## src/rtl/color_pkg.sv

```systemverilog
// Shared codes, phase encoding and sequencer step for the colour front end.
package color_pkg;

  typedef enum logic [1:0] {
    PH_R    = 2'd0,
    PH_G    = 2'd1,
    PH_B    = 2'd2,
    PH_CALC = 2'd3
  } phase_e;

  // {S2,S3} filter-select codes
  localparam logic [1:0] SELECT_R   = 2'b00;
  localparam logic [1:0] SELECT_G   = 2'b11;
  localparam logic [1:0] SELECT_B   = 2'b01;
  localparam logic [1:0] SELECT_OFF = 2'b11;

  localparam logic [1:0] COLOR_NONE  = 2'd0;
  localparam logic [1:0] COLOR_RED   = 2'd1;
  localparam logic [1:0] COLOR_GREEN = 2'd2;
  localparam logic [1:0] COLOR_BLUE  = 2'd3;

  function automatic phase_e next_phase(input phase_e ph);
    case (ph)
      PH_R:    return PH_G;
      PH_G:    return PH_B;
      PH_B:    return PH_CALC;
      default: return PH_R;
    endcase
  endfunction

endpackage

```

## src/rtl/color_channel.sv

```systemverilog
// One sensor channel: wave sync, gated edge counting, dominance classifier,
// frame stability filter and enable-change tracking.
module color_channel
  import color_pkg::*;
#(
  parameter int unsigned PH_W      = 11,
  parameter int unsigned PERIOD_US = 2000,
  parameter int unsigned SETTLE_US = 100,
  parameter int unsigned CNT_W     = 10,
  parameter int unsigned MIN_CNT   = 16,
  parameter int unsigned RATIO_SH  = 2,
  parameter int unsigned STABLE_N  = 2
) (
  input  logic               clkus,
  input  logic               rst_n,
  input  logic               wave,
  input  logic               en,
  input  phase_e             phase,
  input  logic [PH_W-1:0]    cnt,
  output logic [1:0]         color,
  output logic               color_valid,
  output logic [3*CNT_W-1:0] counts
);

  localparam int unsigned STAB_W = $clog2(STABLE_N + 1);

  typedef logic [CNT_W-1:0] cnt_t;

  logic [2:0]        sync_q, sync_d;
  cnt_t              r_q, r_d, g_q, g_d, b_q, b_d;
  logic [STAB_W-1:0] stab_q, stab_d;
  logic [1:0]        last_q, last_d, color_q, color_d, class_c;
  logic              valid_q, valid_d, frame_ok_q, frame_ok_d, en_prev_q, en_prev_d;
  logic              calc_c, calc_start_c, clear_c, frame_start_c, count_c, en_chg_c;

  // x wins only if its count minus the margin strictly beats both others
  function automatic logic dominates(input cnt_t x, input cnt_t y, input cnt_t z);
    cnt_t m;
    m = x - (x >> RATIO_SH);
    return (x >= CNT_W'(MIN_CNT)) && (m > y) && (m > z);
  endfunction

  always_comb begin
    calc_c        = (phase == PH_CALC);
    calc_start_c  = calc_c && (cnt == '0);
    clear_c       = calc_c && (cnt == PH_W'(PERIOD_US - 1));
    frame_start_c = (phase == PH_R) && (cnt == '0);
    en_chg_c      = en ^ en_prev_q;
    count_c       = sync_q[1] && !sync_q[2] && en && !calc_c && (cnt >= PH_W'(SETTLE_US));
  end

  always_comb begin
    class_c = COLOR_NONE;
    if (dominates(r_q, g_q, b_q))      class_c = COLOR_RED;
    else if (dominates(g_q, r_q, b_q)) class_c = COLOR_GREEN;
    else if (dominates(b_q, r_q, g_q)) class_c = COLOR_BLUE;
  end

  // sync pipe and saturating per-colour counters; clear beats a coincident edge
  always_comb begin
    sync_d = {sync_q[1:0], wave};
    r_d    = r_q;
    g_d    = g_q;
    b_d    = b_q;
    if (clear_c) begin
      r_d = '0;
      g_d = '0;
      b_d = '0;
    end else if (count_c) begin
      case (phase)
        PH_R:    if (r_q != '1) r_d = r_q + 1'b1;
        PH_G:    if (g_q != '1) g_d = g_q + 1'b1;
        PH_B:    if (b_q != '1) b_d = b_q + 1'b1;
        default: ;
      endcase
    end
  end

  // a frame whose enable moved is not classified; re-armed at each frame start
  always_comb begin
    stab_d     = stab_q;
    last_d     = last_q;
    color_d    = color_q;
    valid_d    = 1'b0;
    en_prev_d  = en;
    frame_ok_d = frame_ok_q;
    if (frame_start_c)  frame_ok_d = 1'b1;
    else if (en_chg_c)  frame_ok_d = 1'b0;
    if (calc_c && !en) begin
      color_d = COLOR_NONE;
      stab_d  = '0;
    end else if (calc_start_c && frame_ok_q && !en_chg_c) begin
      valid_d = 1'b1;
      if (class_c == last_q) begin
        if (stab_q < STAB_W'(STABLE_N)) stab_d = stab_q + 1'b1;
      end else begin
        stab_d = STAB_W'(1);
        last_d = class_c;
      end
      if (stab_d == STAB_W'(STABLE_N)) color_d = class_c;
    end
  end

  always_ff @(posedge clkus) begin
    if (!rst_n) begin
      sync_q     <= '0;
      r_q        <= '0;
      g_q        <= '0;
      b_q        <= '0;
      stab_q     <= '0;
      last_q     <= COLOR_NONE;
      color_q    <= COLOR_NONE;
      valid_q    <= 1'b0;
      frame_ok_q <= 1'b1;
      en_prev_q  <= 1'b0;
    end else begin
      sync_q     <= sync_d;
      r_q        <= r_d;
      g_q        <= g_d;
      b_q        <= b_d;
      stab_q     <= stab_d;
      last_q     <= last_d;
      color_q    <= color_d;
      valid_q    <= valid_d;
      frame_ok_q <= frame_ok_d;
      en_prev_q  <= en_prev_d;
    end
  end

  assign color       = color_q;
  assign color_valid = valid_q;
  assign counts      = {r_q, g_q, b_q};

endmodule

```

## src/rtl/color_classifier_array.sv

```systemverilog
// Multi-channel colour sensor front end: shared R/G/B/CALC sequencer,
// filter-select and LED drive, per-channel classifiers and a debug count tap.
module color_classifier_array
  import color_pkg::*;
#(
  parameter int unsigned N_CH      = 2,
  parameter int unsigned PERIOD_US = 2000,
  parameter int unsigned SETTLE_US = 100,
  parameter int unsigned CNT_W     = 10,
  parameter int unsigned MIN_CNT   = 16,
  parameter int unsigned RATIO_SH  = 2,
  parameter int unsigned STABLE_N  = 2,
  localparam int unsigned DBG_W    = (N_CH > 1) ? $clog2(N_CH) : 1
) (
  input  logic                 clkus,
  input  logic                 rst_n,
  input  logic [N_CH-1:0]      wave,
  input  logic [N_CH-1:0]      en,
  output logic [2*N_CH-1:0]    sel,
  output logic [N_CH-1:0]      led,
  output logic [2*N_CH-1:0]    color,
  output logic [N_CH-1:0]      color_valid,
  output logic [3*CNT_W-1:0]   raw_cnt,
  input  logic [DBG_W-1:0]     dbg_ch
);

  localparam int unsigned PH_W = $clog2(PERIOD_US);

  phase_e             phase_q, phase_d;
  logic [PH_W-1:0]    cnt_q, cnt_d;
  logic [2*N_CH-1:0]  sel_q, sel_d;
  logic [N_CH-1:0]    led_q, led_d;
  logic [3*CNT_W-1:0] raw_q, raw_d;
  logic [3*CNT_W-1:0] ch_cnt [N_CH];

  always_comb begin
    phase_d = phase_q;
    cnt_d   = cnt_q + 1'b1;
    if (cnt_q == PH_W'(PERIOD_US - 1)) begin
      cnt_d   = '0;
      phase_d = next_phase(phase_q);
    end
  end

  // filter select follows the phase one cycle late; CALC keeps the blue code
  always_comb begin
    led_d = en;
    sel_d = sel_q;
    for (int unsigned i = 0; i < N_CH; i++) begin
      if (!en[i]) begin
        sel_d[2*i +: 2] = SELECT_OFF;
      end else begin
        case (phase_q)
          PH_R:    sel_d[2*i +: 2] = SELECT_R;
          PH_G:    sel_d[2*i +: 2] = SELECT_G;
          PH_B:    sel_d[2*i +: 2] = SELECT_B;
          default: sel_d[2*i +: 2] = sel_q[2*i +: 2];
        endcase
      end
    end
  end

  always_comb begin
    raw_d = raw_q;
    if (phase_q == PH_CALC && cnt_q == '0) begin
      raw_d = '0;
      for (int unsigned i = 0; i < N_CH; i++) begin
        if (dbg_ch == DBG_W'(i)) raw_d = ch_cnt[i];
      end
    end
  end

  always_ff @(posedge clkus) begin
    if (!rst_n) begin
      phase_q <= PH_R;
      cnt_q   <= '0;
      sel_q   <= {N_CH{SELECT_OFF}};
      led_q   <= '0;
      raw_q   <= '0;
    end else begin
      phase_q <= phase_d;
      cnt_q   <= cnt_d;
      sel_q   <= sel_d;
      led_q   <= led_d;
      raw_q   <= raw_d;
    end
  end

  assign sel     = sel_q;
  assign led     = led_q;
  assign raw_cnt = raw_q;

  for (genvar gi = 0; gi < N_CH; gi++) begin : g_ch
    color_channel #(
      .PH_W      (PH_W),
      .PERIOD_US (PERIOD_US),
      .SETTLE_US (SETTLE_US),
      .CNT_W     (CNT_W),
      .MIN_CNT   (MIN_CNT),
      .RATIO_SH  (RATIO_SH),
      .STABLE_N  (STABLE_N)
    ) u_ch (
      .clkus       (clkus),
      .rst_n       (rst_n),
      .wave        (wave[gi]),
      .en          (en[gi]),
      .phase       (phase_q),
      .cnt         (cnt_q),
      .color       (color[2*gi +: 2]),
      .color_valid (color_valid[gi]),
      .counts      (ch_cnt[gi])
    );
  end

endmodule

```

## config.mk

```make
export PLATFORM = sky130hd
export DESIGN_NAME = color_classifier_array
export DESIGN_NICKNAME = d
export VERILOG_FILES = /design/src/rtl/color_pkg.sv /design/src/rtl/color_channel.sv /design/src/rtl/color_classifier_array.sv
export SDC_FILE = /design/constraint.sdc
export NUM_CORES = 1
export LEC_CHECK = 0
export ABC_AREA = 1
export BUFFER_PORTS_ARGS = -buffer_cell sky130_fd_sc_hd__buf_2
export CAP_MARGIN = 20
export CORE_MARGIN = 2
export CORE_UTILIZATION = 30
export CTS_CLUSTER_DIAMETER = 120
export DETAILED_ROUTE_END_ITERATION = 6
export PLACE_DENSITY = 0.53
export SLEW_MARGIN = 20
export SYNTH_ARGS = -nofsm -noshare
export SYNTH_HDL_FRONTEND = slang
export SYNTH_HIERARCHICAL = 1
export SYNTH_SLANG_ARGS = --single-unit
```

## constraint.sdc

```tcl
create_clock -name clkus -period 5.2 [get_ports clkus]
set_clock_uncertainty 0.2 [all_clocks]
set_input_delay 0.78 -clock clkus [delete_from_list [all_inputs] [get_ports clkus]]
set_output_delay 0.78 -clock clkus [all_outputs]
set_load 0.01 [all_outputs]
```

==> metrics.cfg, run 1 <==
[sta]
tightest_slew_ps = 921
period_minus_slack_ps = 4330
rsz0062_at_grt = false
final_critical_path_setup_slack_ps = 867
drv_slew = 0
max_freq_ghz = 0.231
relSlewSlack = 0.386
finalSetupTns_ps = 0
period_share = 0.833
finalSetupViolCount = 0
finalHoldViolCount = 0

[setup_path]
critPathKind = flip-flop to flip-flop
cp_common_cell = nand2_1
path_buf_inv = 1
rrSetupSlack_ps = 870
crit_chain = inv_1 -> ha_1 -> fa_1 -> o21ai_0 -> a21oi_1 -> o21bai_1 -> a21oi_1 -> o21ai_0 -> xor2_1 -> ha_1 -> nand2_1 -> nor2_1 -> nand3_1 -> nand2_1 -> nor2_1 -> nand2_1 -> nor2_1 -> nand2_1 -> nand2_1 -> nand2_1 -> nand2_1 -> nand3_1 -> nor3_1 -> nor2_1
worstPathRequired_ps = 5320
reg2reg_depth = 24
cp-start-kind = flip-flop
max_stage_delay_ps = 480
cp-end-kind = flip-flop
path_max_fanout = 7
critPathArrivalTime_ps = 4450
crit_family = simple AND/OR/NAND/NOR gates
r2r_end = g_ch[0].u_ch/color[0]
regToRegStartpoint = g_ch[0].u_ch/b_q[0]
critPathSlowestCell = dfxtp_1

[placement]
gp_congestion = 0.889
io_buffers = 48
placedCellCount = 2262
dp_hpwl_mm = 26.9
pre_cts_ws_ps = 908

[detailed_routing]
finalWirelength_mm = 33.3
vias = 10947
drtIter0Drc = 789
drcViolationCount = 0
via_per_inst = 4.77
antenna_left = 0
wl_per_cell_um = 14.5
dr.pass1.iters = 5

[clocking]
clk_latency_ps = 430
cts.repair.resized = 0
clkTransAtPathRegs_ps = 60
cts_inserted_buffers = 17
post_cts_buffers = 0
cts_htree_levels = 4
cts_tree = done
clock_path_buffers = 2
cts_sinks = 133
cts-root-buf = clkbuf_16
postCtsHoldBufs = 0

[final_layout]
fin_util = 0.339
drive_gt1_frac = 0.0816
finalNetCount = 1965
fillers = 4148
multi_input_area_um2 = 7900
final_cell_count_no_fill = 2294
register_area_um2 = 2660
syn2layout_area_growth_pct = 11.6
antenna_cells = 0

[synthesis]
synth_most_common_cell = nand2_1
ys_seq_elements = 133
post_synth.cell_area_avg_um2 = 6.83
synth-seq-area-share = 0.227
syn-num-nets = 1924
synthFlopType = dfxtp_1
synth.area.top_cells = dfxtp_1, ha_1, nand2_1
yosysTopAreaCell = dfxtp_1
synth_warnings = 6
yosys.area.top_type_share = 0.227
synth_edf_count = 0
ys_types = 43
synthesis.area_um2 = 11800
async_flop_share = 0
postSynthCellCount = 1722
synth_common_cells = nand2_1, inv_1, ha_1

[floorplanning]
ios = 49
core_um2 = 38600
die-area_um2 = 40800
die_w_um = 202
die_h_um = 202
initial_core_util = 0.304
std_cell_rows = 72

[min_path]
min_from = g_ch[1].u_ch/sync_q[0]
min_path_cells = 2
whs_endpoint = g_ch[1].u_ch/sync_q[1]
min_path_type = flip-flop to flip-flop

[run]
drv_cap = 0

[status]
outcome = complete, no violations

[global_route]
grt_max_degree = 61
grt.total_usage = 0.165
antenna_found_initial = 0
grt_pass1_wl_mm = 53.6
grt_pass1_vias = 10309
gr-total-overflow = 0

[power]
p_per_area_nw_per_um2 = 185
ir_drop_v = 0.000233
p_leak_nw = 6.62

[cells in the final DEF (no fill, tap or decap), drive strengths merged]
master	netlist	routed
o211ai	7	7
clkbuf	6	18
nand4	26	26
nand2	387	387
a211oi	3	3
clkinvlp	0	2
nand3	113	113
or3	1	1
o21bai	12	12
ha	189	189
xnor2	27	27
nor3b	8	8
o21ai	51	51
bufinv	0	4
nand3b	5	5
a21oi	182	182
clkinv	0	5
fa	6	6
buf	24	52
or2	2	2
nor3	28	28
nor4	7	7
o21a	5	5
inv	266	269
nor2	188	188
dfxtp	133	133
a21o	12	12
xor2	34	34
[per-stage QoR]
step | power (W) | hold WS [ps] | area, um2
after detailed placement | 0.00116 | 200 | 12500
after CTS | 0.00247 | 214 | 13100
final | 0.00243 | 210 | 13100
after floorplan | 0.00114 | 190 | 11800
after global routing | 0.00252 | 231 | 13100
after global placement | 0.00115 | 201 | 12500
[logic make-up (layout without fill, tap and decap cells)]
group / count (synthesis) / in the layout / synth area share
buffers and inverters: 296 / 350 / 0.102
AND/OR/NAND/NOR: 765 / 765 / 0.289
flip-flops: 133 / 133 / 0.227
AO/OA/AOI/OAI: 272 / 272 / 0.125
XOR/XNOR: 61 / 61 / 0.0455
adder cells (fa/ha/maj): 195 / 195 / 0.211
[power breakdown]
group | leakage [nW] | internal [W] | switching [W]
clock | 0.307 | 0.000819 | 0.000479
sequential | 1.08 | 0.00103 | 0.00000747
combinational | 5.24 | 0.0000245 | 0.0000735
[final cells by class]
class	count	area share
clock buffer	18	0.0335
clock inverter	14	0.0151
inverter	266	0.0763
multi-input combinational	1293	0.602
sequential	133	0.203
tap	518	0.0494
timing repair buffer	52	0.0206
[worst max path at each step]
stage | start | cells past startpoint | endpoint | slack [ps]
finish | g_ch[0].u_ch/b_q[0] | 24 | g_ch[0].u_ch/color[0] | 870
global route | g_ch[0].u_ch/b_q[0] | 24 | g_ch[0].u_ch/color[0] | 340
CTS | g_ch[0].u_ch/b_q[0] | 24 | g_ch[0].u_ch/color[0] | 880
detailed placement | g_ch[0].u_ch/b_q[0] | 24 | g_ch[0].u_ch/color[0] | 910
global placement | g_ch[1].u_ch/g_q[4] | 26 | g_ch[1].u_ch/color[1] | 1000
floorplan | g_ch[0].u_ch/b_q[0] | 24 | g_ch[0].u_ch/color[0] | 1480
[tightest hold or removal path: stages (launching register included)]
cell	delay, ps
dfxtp_1	300
nand2_1	40
inv_1	40
[layer usage]
layer | GRT usage | wire (um)
met1 | 0.207 | 15100
met2 | 0.288 | 16200
met3 | 0.0203 | 1190
met4 | 0.0604 | 828
met5 | 0 | 0
[registers in the layout, summed over array words and instances (netlist names)]
register,flops
g_ch.u_ch/sync_q,6
led,2
g_ch.u_ch/frame_ok_q,2
g_ch.u_ch/last_q,4
cnt_q,11
g_ch.u_ch/stab_q,4
g_ch.u_ch/r_q,20
g_ch.u_ch/color_valid,2
sel,4
g_ch.u_ch/en_prev_q,2
g_ch.u_ch/color,4
phase_q,2
g_ch.u_ch/b_q,20
raw_cnt,30
g_ch.u_ch/g_q,20
(Power assumes the default switching activity.)
==> inputs of run 2 (changes only) <==
Settings changed: ABC_AREA 1 to 0, PLACE_DENSITY 0.53 to 0.54.
Clock period 5.2 ns to 3.9 ns, I/O delays scaled along.
==> metrics.cfg, run 2 <==
[status]
outcome = finished with violations
violations = setup timing

[setup_path]
worstPathRequired_ps = 4050  ; -1270 ps
critPathKind = flip-flop to flip-flop
cp-start-kind = flip-flop
path_max_fanout = 5  ; -2
cp-end-kind = flip-flop
critPathArrivalTime_ps = 4590  ; +140 ps

[floorplanning]
initial_core_util = 0.303  ; -0.00133
die_w_um = 198  ; -1.8%
die-area_um2 = 39300  ; -3.6%
core_um2 = 37400  ; -3.2%
die_h_um = 198  ; -1.8%
ios = 49  ; unchanged
std_cell_rows = 71  ; -1.4%

[sta]
finalHoldViolCount = 0  ; unchanged
max_freq_ghz = 0.225  ; -2.6%
rsz0062_at_grt = true
drv_slew = 0  ; unchanged
period_share = 1.14  ; +0.308
finalSetupViolCount = 12  ; +12
period_minus_slack_ps = 4450  ; +117 ps
relSlewSlack = 0.536  ; +0.150
final_critical_path_setup_slack_ps = -549  ; -1420 ps
tightest_slew_ps = 696  ; -225 ps

[synthesis]
yosys.area.top_type_share = 0.235  ; +0.00858
synth-seq-area-share = 0.235  ; +0.00858
post_synth.cell_area_avg_um2 = 8.23  ; +20%
synthesis.area_um2 = 11300  ; -3.7%
synthFlopType = dfxtp_1
synth_most_common_cell = ha_1
ys_types = 79  ; +84%
synth_common_cells = ha_1, nand2_1, dfxtp_1
synth.area.top_cells = dfxtp_1, ha_1, xnor2_1
postSynthCellCount = 1377  ; -20%
yosysTopAreaCell = dfxtp_1
synth_edf_count = 0  ; unchanged
async_flop_share = 0  ; unchanged
syn-num-nets = 1579  ; -18%
ys_seq_elements = 133  ; unchanged
synth_warnings = 6  ; unchanged

[global_route]
grt_pass1_vias = 10072  ; -2.3%
gr-total-overflow = 0  ; unchanged
grt_max_degree = 60  ; -1.6%
grt_pass1_wl_mm = 53.8  ; +0.49%
grt.total_usage = 0.177  ; +0.0120
antenna_found_initial = 0  ; unchanged

[clocking]
clock_path_buffers = 2  ; unchanged
clkTransAtPathRegs_ps = 60  ; about the same
cts_htree_levels = 4  ; unchanged
cts_inserted_buffers = 17  ; unchanged
cts-root-buf = clkbuf_16
cts_sinks = 133  ; unchanged
cts_tree = done
postCtsHoldBufs = 0  ; unchanged
clk_latency_ps = 440  ; about the same

[detailed_routing]
wl_per_cell_um = 15.7  ; +8.4%
drtIter0Drc = 519  ; -34%
dr.pass1.iters = 5  ; unchanged
via_per_inst = 4.85  ; +1.6%
finalWirelength_mm = 34.2  ; +2.7%
antenna_left = 0  ; unchanged
drcViolationCount = 0  ; unchanged
vias = 10536  ; -3.8%

[min_path]
min_path_type = input pin to flip-flop

[final_layout]
fillers = 3748  ; -9.6%
drive_gt1_frac = 0.308  ; +0.226
antenna_cells = 0  ; unchanged
fin_util = 0.405  ; +0.0655
mostFrequentLayoutCell = buf_4
finalNetCount = 1851  ; -5.8%
largest_reg_flops = 30  ; unchanged
final_area_um2 = 15100  ; +15%
syn2layout_area_growth_pct = 33.7
final_cell_mix = buf_4, ha_1, nand2_1

[power]
p_per_area_nw_per_um2 = 209  ; +13%
p_total_w = 0.00317  ; +30%
p_leak_nw = 6.57  ; -0.71%
ir_drop_v = 0.000294  ; +26%

[placement]
io_buffers = 48  ; unchanged
gp_congestion = 0.876  ; -1.4%
dp_hpwl_mm = 27.1  ; +0.69%
place_area_um2 = 13800  ; +11%

[run]
drv_cap = 0  ; unchanged

## run 2: cell types whose count changed in the layout (fill, tap and decap cells not counted), sizes merged, moves of 30 or more
cell	before	now
buf	52	281
nand2	387	158
inv	269	126
a21oi	182	54
nand3	113	42
nor2	188	127
xnor2	27	76
mux2i	0	41
xor2	34	1
mux2	0	30
## run 2: logic make-up (layout without fill, tap and decap cells)
| family | count (synthesis) | count (layout) | synth area share |
|---|---|---|---|
| and+or+nand+nor | 535 | 535 | 0.241 |
| DFF | 133 | 133 | 0.235 |
| AOI/OAI and AO/OA | 219 | 219 | 0.128 |
| adders and majority gates | 195 | 195 | 0.219 |
| xor gates and xnor gates | 77 | 77 | 0.0595 |
| muxes | 71 | 71 | 0.0661 |
| buffers and inverters | 147 | 432 | 0.0508 |
## run 2: report_power, final
| part | switching, W | total (W) | internal, W |
|---|---|---|---|
| Combinational | 0.0000867 | 0.000143 | 0.0000567 |
| Clock | 0.000696 | 0.00163 | 0.000933 |
| Sequential | 0.0000230 | 0.00140 | 0.00137 |
| Total | 0.000806 | 0.00317 | 0.00236 |
## run 2: worst paths after layout
check | start | to | slack (ps) | cells past startpoint
setup / recovery | g_ch[0].u_ch/b_q[3] | g_ch[0].u_ch/stab_q[0] | -550 | 19
hold / removal | wave[0] | g_ch[0].u_ch/sync_q[0] | 160 | 2
setup reg to reg | g_ch[0].u_ch/b_q[3] | g_ch[0].u_ch/stab_q[0] | -550 | 19
hold reg to reg | g_ch[0].u_ch/sync_q[0] | g_ch[0].u_ch/sync_q[1] | 250 | 1
## run 2: metal layers
metal	part of all wire	track usage	vias to the layer above
met3	0.039	0.0266	32
li1	-	-	5408
met1	0.49	0.244	4928
met2	0.46	0.291	168
met4	0.013	0.0345	0
met5	0	0	-
## run 2: layout make-up
type                            instances  area, um2  area share
Inverter                              119        457      0.0302
Clock buffer                           18        450      0.0297
Sequential cell                       133       2700       0.178
Clock inverter                         14        140     0.00925
Tap cell                              511        639      0.0422
Multi-Input combinational cell       1097       8750       0.578
Timing Repair Buffer                  281       2010       0.133
## run 2: metrics by stage
step / hold WS (ps) / cells / TNS (ps) / setup slack [ps]
CTS: 148 / 2161 / -4640 / -568
global placement: 230 / 2116 / -5230 / -603
floorplan: 212 / 1377 / -1520 / -338
global route: 150 / 2173 / -6930 / -812
detailed placement: 218 / 2116 / -6050 / -718
finish: 162 / 2173 / -4110 / -549
## run 2: worst max-delay path, stage by stage (launching register included)
cell,delay [ps]
dfxtp_2,320
buf_4,150
ha_1,320
a21boi_2,180
o21ai_2,170
a21boi_2,100
o21ai_1,160
or4b_4,470
o211ai_1,150
ha_1,300
buf_4,140
and4_1,220
a2111oi_4,380
buf_4,200
nor4_4,40
o211ai_1,170
nor3b_4,290
buf_6,140
nor2_2,30
a221oi_2,210
## run 2: timing repair
action,CTS,global route
pin swaps,54,64
gates resized for setup,40,95
setup endpoints to repair,12,12
buffers inserted,13,13
cloned,0,0
